--- src/rtl/dm_dump_ctrl.sv ---
// dm_dump_ctrl: when the processor halts, stream every data-memory word
// (addresses 0..MEM_SIZE-1) out through a byte-wide UART transmitter, with
// the high byte of each word sent first.
//
// Handshake with the transmitter: o_tx_start is a one-cycle request that
// carries o_tx_data. The byte stays valid until the transmitter returns a
// one-cycle i_tx_done. Only the two WAIT states look at i_tx_done, so a
// stray pulse at any other time has no effect.
//
// DATA_LENGTH must equal 2*BYTE_WIDTH. A word is split into exactly two
// bytes.
module dm_dump_ctrl #(
    parameter int MEM_SIZE    = 9,
    parameter int ADDR_LENGTH = 11,
    parameter int DATA_LENGTH = 16,
    parameter int BYTE_WIDTH  = 8
) (
    input  logic                   i_clk,
    input  logic                   i_reset,
    input  logic                   i_halt,
    input  logic [DATA_LENGTH-1:0] i_Data,
    input  logic                   i_tx_done,
    output logic [ADDR_LENGTH-1:0] o_Addr,
    output logic                   o_Rd,
    output logic                   o_tx_start,
    output logic [BYTE_WIDTH-1:0]  o_tx_data,
    output logic                   o_busy,
    output logic                   o_done,
    output logic [2:0]             o_dbg_state
);

    typedef enum logic [2:0] {
        IDLE    = 3'd0,
        READ    = 3'd1,
        SEND_HI = 3'd2,
        WAIT_HI = 3'd3,
        SEND_LO = 3'd4,
        WAIT_LO = 3'd5,
        NEXT    = 3'd6,
        DONE    = 3'd7
    } state_t;

    localparam logic [ADDR_LENGTH-1:0] LAST_ADDR = ADDR_LENGTH'(MEM_SIZE - 1);

    state_t                 state;
    logic                   halt_q;
    logic [ADDR_LENGTH-1:0] count;
    logic [DATA_LENGTH-1:0] word;

    // The memory address is always the word counter.
    assign o_Addr      = count;
    assign o_dbg_state = state;

    // Register halt every cycle so that IDLE can detect a rising edge.
    // Because reset clears halt_q, a halt that is already high when reset
    // is released counts as a new edge.
    always_ff @(posedge i_clk or posedge i_reset) begin
        if (i_reset) begin
            halt_q <= 1'b0;
        end else begin
            halt_q <= i_halt;
        end
    end

    // Dump sequencer. All outputs are registered. Each one is set on the
    // transition into the state that owns it.
    always_ff @(posedge i_clk or posedge i_reset) begin
        if (i_reset) begin
            state      <= IDLE;
            count      <= '0;
            word       <= '0;
            o_Rd       <= 1'b0;
            o_tx_start <= 1'b0;
            o_tx_data  <= '0;
            o_busy     <= 1'b0;
            o_done     <= 1'b0;
        end else begin
            case (state)
                IDLE: begin
                    count <= '0;
                    if (i_halt && !halt_q) begin
                        state  <= READ;
                        o_Rd   <= 1'b1;
                        o_busy <= 1'b1;
                    end
                end
                READ: begin
                    // Memory read is combinational, so i_Data is already
                    // valid for this address. The high byte is forwarded
                    // directly so that it is sent in the next cycle.
                    word       <= i_Data;
                    o_Rd       <= 1'b0;
                    o_tx_start <= 1'b1;
                    o_tx_data  <= i_Data[DATA_LENGTH-1:BYTE_WIDTH];
                    state      <= SEND_HI;
                end
                SEND_HI: begin
                    o_tx_start <= 1'b0;
                    state      <= WAIT_HI;
                end
                WAIT_HI: begin
                    if (i_tx_done) begin
                        o_tx_start <= 1'b1;
                        o_tx_data  <= word[BYTE_WIDTH-1:0];
                        state      <= SEND_LO;
                    end
                end
                SEND_LO: begin
                    o_tx_start <= 1'b0;
                    state      <= WAIT_LO;
                end
                WAIT_LO: begin
                    if (i_tx_done) begin
                        state <= NEXT;
                    end
                end
                NEXT: begin
                    if (count == LAST_ADDR) begin
                        count  <= '0;
                        o_busy <= 1'b0;
                        o_done <= 1'b1;
                        state  <= DONE;
                    end else begin
                        count <= count + 1'b1;
                        o_Rd  <= 1'b1;
                        state <= READ;
                    end
                end
                DONE: begin
                    // Stay here while the processor remains halted. A
                    // release that happened during the dump makes this
                    // state last exactly one cycle.
                    if (!i_halt) begin
                        o_done <= 1'b0;
                        state  <= IDLE;
                    end
                end
                default: begin
                    state      <= IDLE;
                    count      <= '0;
                    o_Rd       <= 1'b0;
                    o_tx_start <= 1'b0;
                    o_busy     <= 1'b0;
                    o_done     <= 1'b0;
                end
            endcase
        end
    end

endmodule

--- config.mk ---
export PLATFORM = sky130hd
export DESIGN_NAME = dm_dump_ctrl
export DESIGN_NICKNAME = d
export VERILOG_FILES = /design/src/rtl/dm_dump_ctrl.sv
export SDC_FILE = /design/constraint.sdc
export NUM_CORES = 1
export LEC_CHECK = 0
export CORE_MARGIN = 5
export CORE_UTILIZATION = 44
export DETAILED_ROUTE_END_ITERATION = 16
export GPL_TIMING_DRIVEN = 0
export PLACE_DENSITY = 0.82
export SETUP_SLACK_MARGIN = 0.5
export SKIP_CTS_REPAIR_TIMING = 1
export SYNTH_ARGS = -nofsm -noshare
export SYNTH_HDL_FRONTEND = slang
export SYNTH_SLANG_ARGS = --single-unit
--- constraint.sdc ---
create_clock -name i_clk -period 1.4 [get_ports i_clk]
set_input_delay 0.14 -clock i_clk [delete_from_list [all_inputs] [get_ports i_clk]]
set_output_delay 0.14 -clock i_clk [all_outputs]
set_load 0.02 [all_outputs]
Yosys cells after proc, flatten, opt, wreduce, memory -nomap -nowiden
Index checks and enable logic that the tools add are counted.
{ "totals": {"reg_bits": 35, "in_bits": 20, "output_inout_bits": 26} }
{ "classes": {"addsub": 1, "n_eq_ne": 14, "muxes": 20, "reduce_logical": 15} }
{ "ops": {"columns": ["cell", "count"], "rows": [
  ["$pmux 3 s8", 1],
  ["$pmux 11 s2", 1],
  ["$pmux 8 s2", 1],
  ["$mux 3", 5],
  ["$eq 3x3->1 const B", 4],
  ["$ne 2x2->1 const B", 6],
  ["$add 11x1->11 const B", 1],
  ["$eq 11x4->1 const B", 1],
  ["$mux 11", 1],
  ["$reduce_and 3->1", 3],
  ["$mux 8", 1],
  ["$eq 3x2->1 const B", 2],
  ["$mux 1", 6],
  ["$pmux 1 s3", 2],
  ["$reduce_bool 2->1", 3],
  ["$reduce_bool 3->1", 2],
  ["$pmux 1 s2", 2],
  ["$reduce_and 2->1", 2],
  ["$reduce_and 4->1", 1],
  ["$eq 3x1->1 const B", 1],
  ["$logic_not 3->1", 1],
  ["$reduce_or 2->1", 1],
  ["$logic_and 1x1->1", 1],
  ["$logic_not 1->1", 1]
]} }

Longest topological paths before layout
Gate-level depths: netlist (run 1).
{ "logic_depth": {"ltp_word": 4, "depth_mapped": 6, "depth_no_buf": 6} }

Worst setup path after synthesis (run 1)
Ideal clock, no wire load.
{ "synth_timing": {"kind": "reg-to-reg", "startpoint": "register state[2], in the netlist o_dbg_state[2]", "endpoint": "register o_busy", "setup_time_ns": 0.129, "t_arrival_ns": 1.512, "t_required_ns": 1.271, "setup_slack_ns": -0.241, "stages_incl_launch_ff": 6, "n_path_buf": 1, "path_cell_list": "dfrtp_1 > buf_6 > or4b_1 > a21o_1 > o21ai_0 > o21ai_0"} }
{ "synth_via": {"elab_chain_cells": 3, "word_cells_on_any_way": 7, "cone_classes": "eq/ne (3); mux (1); reduce/logical (3)"} }
{ "synth_lines": {"columns": ["element", "line", "text"], "rows": [
  ["from (decl)", "45", "state_t state;"],
  ["from (signal assigned)", "69", "state <= IDLE;"],
  ["from (signal assigned)", "82", "state <= READ;"],
  ["from (signal assigned)", "95", "state <= SEND_HI;"],
  ["$eq 3x3->1 or $logic_not 3->1 (tied branches)", "78", "case (state)"],
  ["$ne 2x2->1 (no source line) or $reduce_bool 2->1 (tied branches)", null, null],
  ["$reduce_and 3->1 (no source line)", null, null],
  ["to (signal assigned)", "75", "o_busy <= 1'b0;"],
  ["to (signal assigned)", "84", "o_busy <= 1'b1;"],
  ["to (signal assigned)", "120", "o_busy <= 1'b0;"],
  ["to (decl)", "27", "output logic o_busy,"]
]} }
Several ways; a longest one is shown, not always the timed one.
A chain may end at the register's enable or synchronous reset.

Final worst setup path (run 1)
{ "layout_timing": {"startpoint": "register state[1], in the netlist o_dbg_state[1]", "endpoint": "register word[2]"} }
{ "layout_via": {"elab_chain_cells": 1} }
{ "layout_lines": {"columns": ["element", "line", "text"], "rows": [
  ["$eq 3x1->1", "78", null],
  ["to (signal assigned)", "91", "word <= i_Data;"],
  ["to (decl)", "48", "logic [DATA_LENGTH-1:0] word;"]
]} }
No other way between the ends.

==> summary.txt, run 1 <==
1st-iter DRT viols: 101
Critical Path RT: 1.57 ns
root buffer selected by CTS: clkbuf_8
Core Region: 3970 µm²
Vias/cell: 5.37
routed length per placed instance: 16.8 µm
synth unique cells: 42
minimum clock period: 1.59 ns
DR DRC count: 0
# nets final: 282
GRT Total Usage: 0.166
peak fanout along the critical path: 7
Port Buffers: 45
sw frac: 0.386
Core Util, Final: 0.722
RSZ-0062 raised after global routing: true
Die ar.: 5420 µm²
area share of the largest cell type after synthesis: 0.492
Max-Cap Viols: 0
worst slew pin tran: 0.408 ns
Mapped Area: 1780 µm²
Gate Count Post-Synth: 174
CTS H-tree lvls: 2
clock latency at the later pin of the worst-skew pair: 0.29 ns
Detailed Routing Iterations Pass 1: 4
Ys Warns: 0
placed insts: 269
# diodes: 0
Total Neg Setup Slack: -4.07 ns
total wire length: 5220 µm
Int Power: 3660 µW
fin worst setup slack: -0.190 ns
area of the multi-input gates: 990 µm²
register area: 887 µm²
Reg power frac: 0.273
critical path launch point type: flop
final hold violations: 0
Psw: 2300 µW
commonest non-fill, non-tap cells in the layout: buf_6 (30), buf_4 (29), dfrtp_1 (26)
setup violators final: 31
Syn Nets: 196
Num CTS Buffers: 5
TritonCTS clock tree: built
Pwr per Cell Area: 2080 nW/µm²
Comb pwr share: 0.603
# fillers: 263
post-synthesis sequential area ratio: 0.492
row cnt: 23
global route total overflow: 0
pin count of the biggest net entering global routing: 36
crit path kind: flop to flop
Clock transition at path regs: 0.07 ns
Final Skew: 0.00316 ns
Synth area leaders: dfrtp_1 (49%), mux2i_1 (5.6%), mux2_2 (5.1%)
DR vias: 1666
max-slew violations: 0
crit path DAT: 1.76 ns
TritonCTS Sinks: 35
failing checks: setup timing
status: finished, violations left
fmax: 629 MHz
RePlAce Congestion: 0.811
leading area contributor after synthesis: dfrtp_1
initial antenna violation count: 0
clock share of power: 0.124
Initial Utilization: 0.449
post-route ant nets: 0
Die Width: 73.6 µm
Total Power: 5960 µW
DP Wirelength: 3070 µm
mean post-synth cell area: 10.2 µm²
Final Cycle Share: 1.14
Boundary Pins: 46
clk buf depth: 2
vias in the first global route: 1481
non-filler cells, final: 310
number of synthesized register bits: 35
layout cell share with drive strength beyond 1: 0.485
first-pass GRT wire length: 6860 µm
Area Overhead vs Synth: 60.9%
Relative slew margins: 0.728
Fin Hold WS: 0.326 ns
commonest non-fill, non-tap cell in the layout: buf_6
Critical Path Sink Type: flop
Leak: 0.00128 µW
Hold Path Class: primary input to async pin
Die Y: 73.6 µm
peak supply drop: 0.791 mV
==> synth_stat cells <==
cell	count
nor3_1	4
o21ai_0	17
or4b_1	1
nand2b_1	3
nand2_1	21
a21o_1	1
or2_2	1
buf_6	1
nand4_1	3
inv_1	6
and2b_1	1
xor2_1	1
nand3_1	6
xnor2_1	3
buf_2	4
nor4_1	3
a221oi_1	1
a21oi_2	1
nand3b_1	2
o221ai_1	1
nor3b_4	1
a22oi_1	1
nor2_1	9
mux2_2	8
a31oi_2	1
o31ai_1	1
ha_1	2
a21oi_1	7
nor2b_1	2
and4bb_2	1
a22o_1	2
o211ai_1	3
a41oi_2	1
and3b_1	1
a31oi_1	1
and4_1	1
clkbuf_1	3
mux2i_1	10
and3_1	1
a2bb2oi_2	1
dfrtp_1	35
o22ai_1	1
==> state kept, by name, summed over array words and instances (netlist names) <==
register	count
o_tx_data	8
o_busy	1
o_done	1
o_Rd	1
o_dbg_state	3
halt_q	1
o_tx_start	1
o_Addr	11
word	8
==> kinds of logic (layout without fill, tap and decap cells) <==
kind of cell	after synthesis	after routing	share of synthesized area
DFF	35	35	0.492
muxes	18	18	0.107
AOI/OAI and AO/OA	40	40	0.149
xor gates and xnor gates	4	4	0.0197
buffers and inverters	14	100	0.0365
adders and majority gates	2	2	0.0140
and+or+nand+nor	61	61	0.183
==> layout make-up <==
| type | count | share of cell area |
|---|---|---|
| Timing Repair inverter | 1 | 0.00262 |
| Sequential cell | 35 | 0.309 |
| Multi-Input combinational cell | 125 | 0.345 |
| Tap cell | 50 | 0.0218 |
| Clock inverter | 1 | 0.00175 |
| Timing Repair Buffer | 78 | 0.248 |
| Inverter | 6 | 0.00917 |
| Clock buffer | 6 | 0.0288 |
| Buffer | 8 | 0.0327 |
==> power groups by stage <==
stage	combinational, µW	clock (µW)	sequential (µW)
floorplan	1460	0	1820
global placement	2410	0	1570
detailed placement	2470	0	1590
CTS	2490	754	1570
global route	3840	795	1660
finish	3590	737	1630
==> per-layer routing <==
layer,vias to the layer above,wire length (µm),share of wire,global-route usage
met5,-,0,0,0
met4,0,70,0.013,0.0724
met3,8,306,0.059,0.0451
met2,47,2630,0.50,0.270
met1,813,2210,0.42,0.207
li1,798,-,-,-
==> stage by stage <==
stage | cell area, µm² | setup slack (ns)
final | 2870 | -0.190
after global routing | 2870 | -0.270
after CTS | 2470 | -0.361
after detailed placement | 2380 | -0.337
after global placement | 2380 | -0.306
after floorplan | 1870 | -0.161
==> path summary, 6_finish.rpt <==
path,startpoint,endpoint,slack (ns),cells after the start
worst max-delay path,o_dbg_state[1],word[2],-0.19,6
worst min-delay path,i_reset,o_tx_data[4],0.33,2
worst max register to register,o_dbg_state[1],word[2],-0.19,6
worst min register to register,word[0],word[0],0.52,1
max in group asynchronous,i_reset,o_dbg_state[2],0.79,2
min in group i_clk,i_halt,halt_q,0.47,1
==> critical path, cell delays in order, from the launching register on <==
cell and delay [ns]:
dfrtp_2 0.41, buf_6 0.13, buf_6 0.11, nor3b_4 0.26
buf_6 0.16, buf_4 0.11, mux2_4 0.29
Power figures use the tool's default switching activity.
==> inputs of run 2 (changes only) <==
--- a/config.mk
+++ b/config.mk
@@ -5,7 +5,7 @@
 export SDC_FILE = /design/constraint.sdc
 export NUM_CORES = 1
 export LEC_CHECK = 0
-export CORE_MARGIN = 5
+export CORE_MARGIN = 4
 export CORE_UTILIZATION = 44
 export DETAILED_ROUTE_END_ITERATION = 16
 export GPL_TIMING_DRIVEN = 0
==> summary.txt, run 2 (synthesized netlist as in run 1, its figures left out) <==
Detailed Routing Iterations Pass 1: 4 (unchanged)
Leak: 0.00130 µW (+1.6%)
1st-iter DRT viols: 78 (-23%)
Die Y: 71.6 µm (-2.7%)
CP startpoint: o_dbg_state[1]
metal2 WL: 2790 µm (+6.0%)
Critical Path Sink Type: flop
Comb pwr share: 0.584 (-0.019)
DR DRC count: 0 (unchanged)
commonest non-fill, non-tap cells in the layout: buf_6 (29), dfrtp_1 (27), buf_4 (26)
GRT Total Usage: 0.176 (+0.00960)
worst reg2reg path depth: 5 (-1)
Relative slew margins: 0.721 (-0.00690)
fmax: 622 MHz (-1.2%)
reg-to-reg endpoint: o_busy
critical path launch point type: flop
Core Region: 3800 µm² (-4.3%)
reg2reg start: o_dbg_state[1]
Critical Path RT: 1.57 ns (about the same)
failing checks: setup timing
layout cell share with drive strength beyond 1: 0.494 (+0.00959)
Hold Path Class: primary input to async pin
clk buf depth: 2 (unchanged)
setup violators final: 32 (+3.2%)
Final Skew: 0.0100 ns (+0.00685 ns)
clock share of power: 0.150 (+0.026)
placed insts: 267 (-0.74%)
TritonCTS clock tree: built
Reg power frac: 0.266 (-0.007)
Fin Hold WS: 0.300 ns (-0.0257 ns)
root buffer selected by CTS: clkbuf_8
minimum clock period: 1.61 ns (+0.0192 ns)
Max-Cap Viols: 0 (unchanged)
DP Wirelength: 3030 µm (-1.4%)
placed inst area: 2380 µm² (-0.11%)
# diodes: 0 (unchanged)
peak supply drop: 1.18 mV (+50%)
Area Overhead vs Synth: 62.9%
Psw: 2380 µW (+3.4%)
crit path kind: flop to flop
met3 wire len: 276 µm (-9.8%)
Final Cycle Share: 1.15 (+0.0137)
TritonCTS Sinks: 35 (unchanged)
CTS H-tree lvls: 2 (unchanged)
M1 WL: 2350 µm (+6.1%)
RePlAce Congestion: 0.806 (-0.60%)
RSZ-0062 raised after global routing: true
first-pass GRT wire length: 7170 µm (+4.5%)
total wire length: 5510 µm (+5.5%)
max reg flops: 11 (unchanged)
row cnt: 22 (-4.3%)
Reg2Reg Setup Slack: -0.21 ns (-0.02 ns)
Int Power: 3780 µW (+3.4%)
critical path capture point: o_busy
non-filler cells, final: 307 (-0.97%)
Vias/cell: 5.59 (+4.1%)
sw frac: 0.386 (about the same)
design area: 2900 µm² (+1.3%)
initial antenna violation count: 0 (unchanged)
Top Layer Used: met4
global route total overflow: 0 (unchanged)
Die Width: 71.6 µm (-2.7%)
worst slew pin tran: 0.418 ns (+0.0103 ns)
Total Power: 6160 µW (+3.4%)
routed length per placed instance: 17.9 µm (+6.5%)
commonest non-fill, non-tap cell in the layout: buf_6
vias in the first global route: 1520 (+2.6%)
clock latency at the later pin of the worst-skew pair: 0.30 ns (about the same)
Clock transition at path regs: 0.08 ns (about the same)
status: finished, violations left
fin worst setup slack: -0.209 ns (-0.0192 ns)
final hold violations: 0 (unchanged)
crit path DAT: 1.78 ns (+0.02 ns)
Die ar.: 5130 µm² (-5.4%)
post-route ant nets: 0 (unchanged)
# nets final: 280 (-0.71%)
Initial Utilization: 0.469 (+0.0204)
Num CTS Buffers: 5 (unchanged)
peak fanout along the critical path: 7 (unchanged)
Boundary Pins: 46 (unchanged)
pin count of the biggest net entering global routing: 36 (unchanged)
Port Buffers: 45 (unchanged)
Pwr per Cell Area: 2120 nW/µm² (+2.1%)
DR vias: 1717 (+3.1%)
max-slew violations: 0 (unchanged)
## run 2: changes by cell type in the layout (fill, tap and decap cells not counted), sizes merged
cell	delta
buf	-4
bufinv	+1
clkinv	+1
dlymetal6s2s	+1
## run 2: worst max-delay path: stages (launching register included)
cell	delay (ns)
dfrtp_2	0.41
buf_6	0.14
or4b_1	0.50
a21o_1	0.21
o21ai_1	0.14
o21ai_1	0.09
## run 2: how the worst min path moves through the flow
stage | endpoint | slack [ns]
floorplan | halt_q | 0.09
global placement | o_tx_data[5] | 0.46
detailed placement | o_tx_data[5] | 0.47
CTS | o_tx_data[6] | 0.36
global route | o_tx_data[4] | 0.33
finish | o_tx_data[2] | 0.30
## run 2: layout make-up
type / instances / area [µm²]
flip-flops and latches: 35 / 886
plain buffers: 8 / 82.6
clock buffers: 5 / 68.8
well taps: 48 / 60.1
repair inverters: 1 / 7.51
inverters: 6 / 26.3
clock inverters: 3 / 43.8
fillers: 238 / 896
multi-input cells: 125 / 1030
repair buffers: 76 / 698
## run 2: per-stage QoR
stage                     setup slack (ns)  utilization  setup TNS (ns)
after floorplan                     -0.161            -           -2.96
final                               -0.209        0.764           -3.78
after global placement              -0.297        0.626           -5.25
after detailed placement            -0.323        0.626           -5.91
after CTS                           -0.334        0.655           -7.61
after global routing                -0.292        0.764           -5.69
## run 2: per-layer routing
layer  track usage  vias to the layer above
li1              -                      801
met1         0.235                      848
met2         0.280                       59
met3        0.0463                        9
met4        0.0543                        0
met5             0                        -
## run 2: power groups by stage
stage	Combinational, µW	Sequential [µW]	Clock (µW)
CTS	2480	1590	925
floorplan	1460	1820	0
detailed placement	2470	1610	0
finish	3600	1640	926
global placement	2420	1590	0
global route	3870	1680	982
==> inputs of run 3 (changes only) <==
--- a/config.mk
+++ b/config.mk
@@ -7,6 +7,7 @@
 export LEC_CHECK = 0
 export CORE_MARGIN = 4
 export CORE_UTILIZATION = 44
+export CTS_CLUSTER_SIZE = 16
 export DETAILED_ROUTE_END_ITERATION = 16
 export GPL_TIMING_DRIVEN = 0
 export PLACE_DENSITY = 0.82
==> results of run 3 <==
Final layout, timing and power as in run 2 (identical DEF).
==> patch (flow settings as in run 2) <==
`ADDR_LENGTH`: 11 -> 22.
--- a/src/rtl/dm_dump_ctrl.sv
+++ b/src/rtl/dm_dump_ctrl.sv
@@ -12,5 +12,5 @@
 module dm_dump_ctrl #(
     parameter int MEM_SIZE    = 9,
-    parameter int ADDR_LENGTH = 11,
+    parameter int ADDR_LENGTH = 22,
     parameter int DATA_LENGTH = 16,
     parameter int BYTE_WIDTH  = 8
Ports: changed (resized o_Addr); port bits go from 46 to 57. The function was not compared with the original's and may differ.
==> patch against run 2 <==
  * The run still ends with negative setup slack left
  * Worst hold slack improved by 26 ps
  * Synthesized cell count increased by 43%
  * Area after synthesis increased by 33%
  * Worst setup slack got worse by 340 ps
  * Cell area increased by 30%
  * Routed wire length increased by 30%
  * Total power increased by 6.1%
  * Sequential cell count increased by 11
  * Largest cell class unchanged
==> patch: results (changes against run 2) <==
MET2_WIRE_LEN_UM=3620  # +30%
AREA_OVERHEAD_VS_SYNTH_PCT=58.9
MAXSLEWHEADROOM_PCT=58.9  # -13 points
VIOLATION_COUNT_AFTER_THE_FIRST_DETAILED_ROUTE_ITERATION=128  # +64%
SW_FRAC_OF_TOTAL_PCT=40.7  # +2.1 points
SETUP_CRIT_START='o_Addr[6]'
P_LEAK_nW=1.67  # +29%
CLOCKNETWORKAREASHARE_PCT=2.49  # -1.4 points
CRITICAL_PATH.REG2REG.STARTPOINT='o_Addr[6]'
CLK-POWER_mW=0.875  # -5.5%
SYNTH.NET_COUNT=271  # +38%
P_CLK_SHARE_PCT=13.4  # -1.6 points
SEQ_CELLS=46  # +31%
GRT_FIRST_PASS_WIRELENGTH_UM=9780  # +36%
TIMING.CLOCK.SKEW_PS=8.60  # -1.41 ps
SHARE_OF_THE_FINAL_LAYOUT_CELL_AREA_IN_SEQUENTIAL_CELLS_PCT=31.3  # +0.76 points
LAYOUT.NETS=375  # +34%
TIMING.CRITICAL_PATH.MAX_DELAY_FAMILY='compound AO/OA/AOI/OAI gates'
N_ALL_BUFFERS=107  # +27%
DPL_WS_PS=-676  # -353 ps
CLKTRANSATPATHREGS_PS=100  # +20 ps
GRT_MAX_DEGREE=47  # +31%
WL_PER_CELL_UM=16.9  # -6.0%
SLOWEST_DELAY_PS=470  # -30 ps
SYNTHTOPCELLSBYCOUNT='sky130_fd_sc_hd__dfrtp_1, sky130_fd_sc_hd__nand2_1, sky130_fd_sc_hd__a21oi_1'
PLACEMENT.IO_BUFFERS=56  # +24%
FAILING_CHECKS='negative setup slack'
GR-USAGE-ALL-LAYERS_PCT=19.0  # +1.4 points
HOLD_WS_PS=325  # +25.6 ps
AREA_SHARE_NONCLK_BUFFERS_PCT=26.4  # -0.49 points
VDD_DROP_MAX_mV=1.28  # +8.2%
SETUP_WS_PS=-547  # -339 ps
ROUTE.DETAILED.VIAS_PER_INST=5.70  # +2.0%
MULTIINPUTGATEAREA_MM2=0.00136  # +32%
SYNTH_AREA_LEADERS='sky130_fd_sc_hd__dfrtp_1, sky130_fd_sc_hd__mux2i_1, sky130_fd_sc_hd__nand2_1'
SETUP_VIOL=35  # +9.4%
POWER_FRAC_COMB_PCT=54.7  # -3.7 points
YS_TYPES=40  # -4.8%
MET3WIRELENGTH_UM=557  # +100%
TNS_PS=-13080  # -9300 ps
RUN_STATUS='finished with violations'
SYN_INST=249  # +43%
POST-DP-HPWL_UM=4140  # +37%
MET2_TRACK_DEMAND_OVER_RESOURCE_IN_GLOBAL_ROUTING_PCT=29.7  # +1.8 points
-- patch: cell types whose count changed in the layout (fill, tap and decap cells not counted), sizes merged, moves of 5 or more --
cell | run 2 | this run
o21ai | 17 | 25
a31oi | 2 | 11
nand3 | 6 | 15
nand2 | 21 | 28
dfrtp | 35 | 46
or3 | 0 | 5
buf | 60 | 85
inv | 5 | 10
a21oi | 8 | 20
-- patch: cell families (layout without fill, tap and decap cells) --
kind of cell | count (synthesis) | count (layout) | share of synthesized area, %
simple gates | 90 | 90 | 20.7
compound gates | 68 | 68 | 16.6
mux | 21 | 21 | 9.27
buf+inv | 21 | 126 | 3.53
xor+xnor | 1 | 1 | 0.369
fa+ha+maj | 2 | 2 | 1.05
flops | 46 | 46 | 48.4
-- patch: final timing paths --
path	cells after the start	to
setup / recovery	5	o_Addr[10]
setup reg to reg	5	o_Addr[10]
hold / removal	2	word[7]
max in group asynchronous	2	o_dbg_state[0]
hold reg to reg	1	word[0]
min in group i_clk	1	halt_q
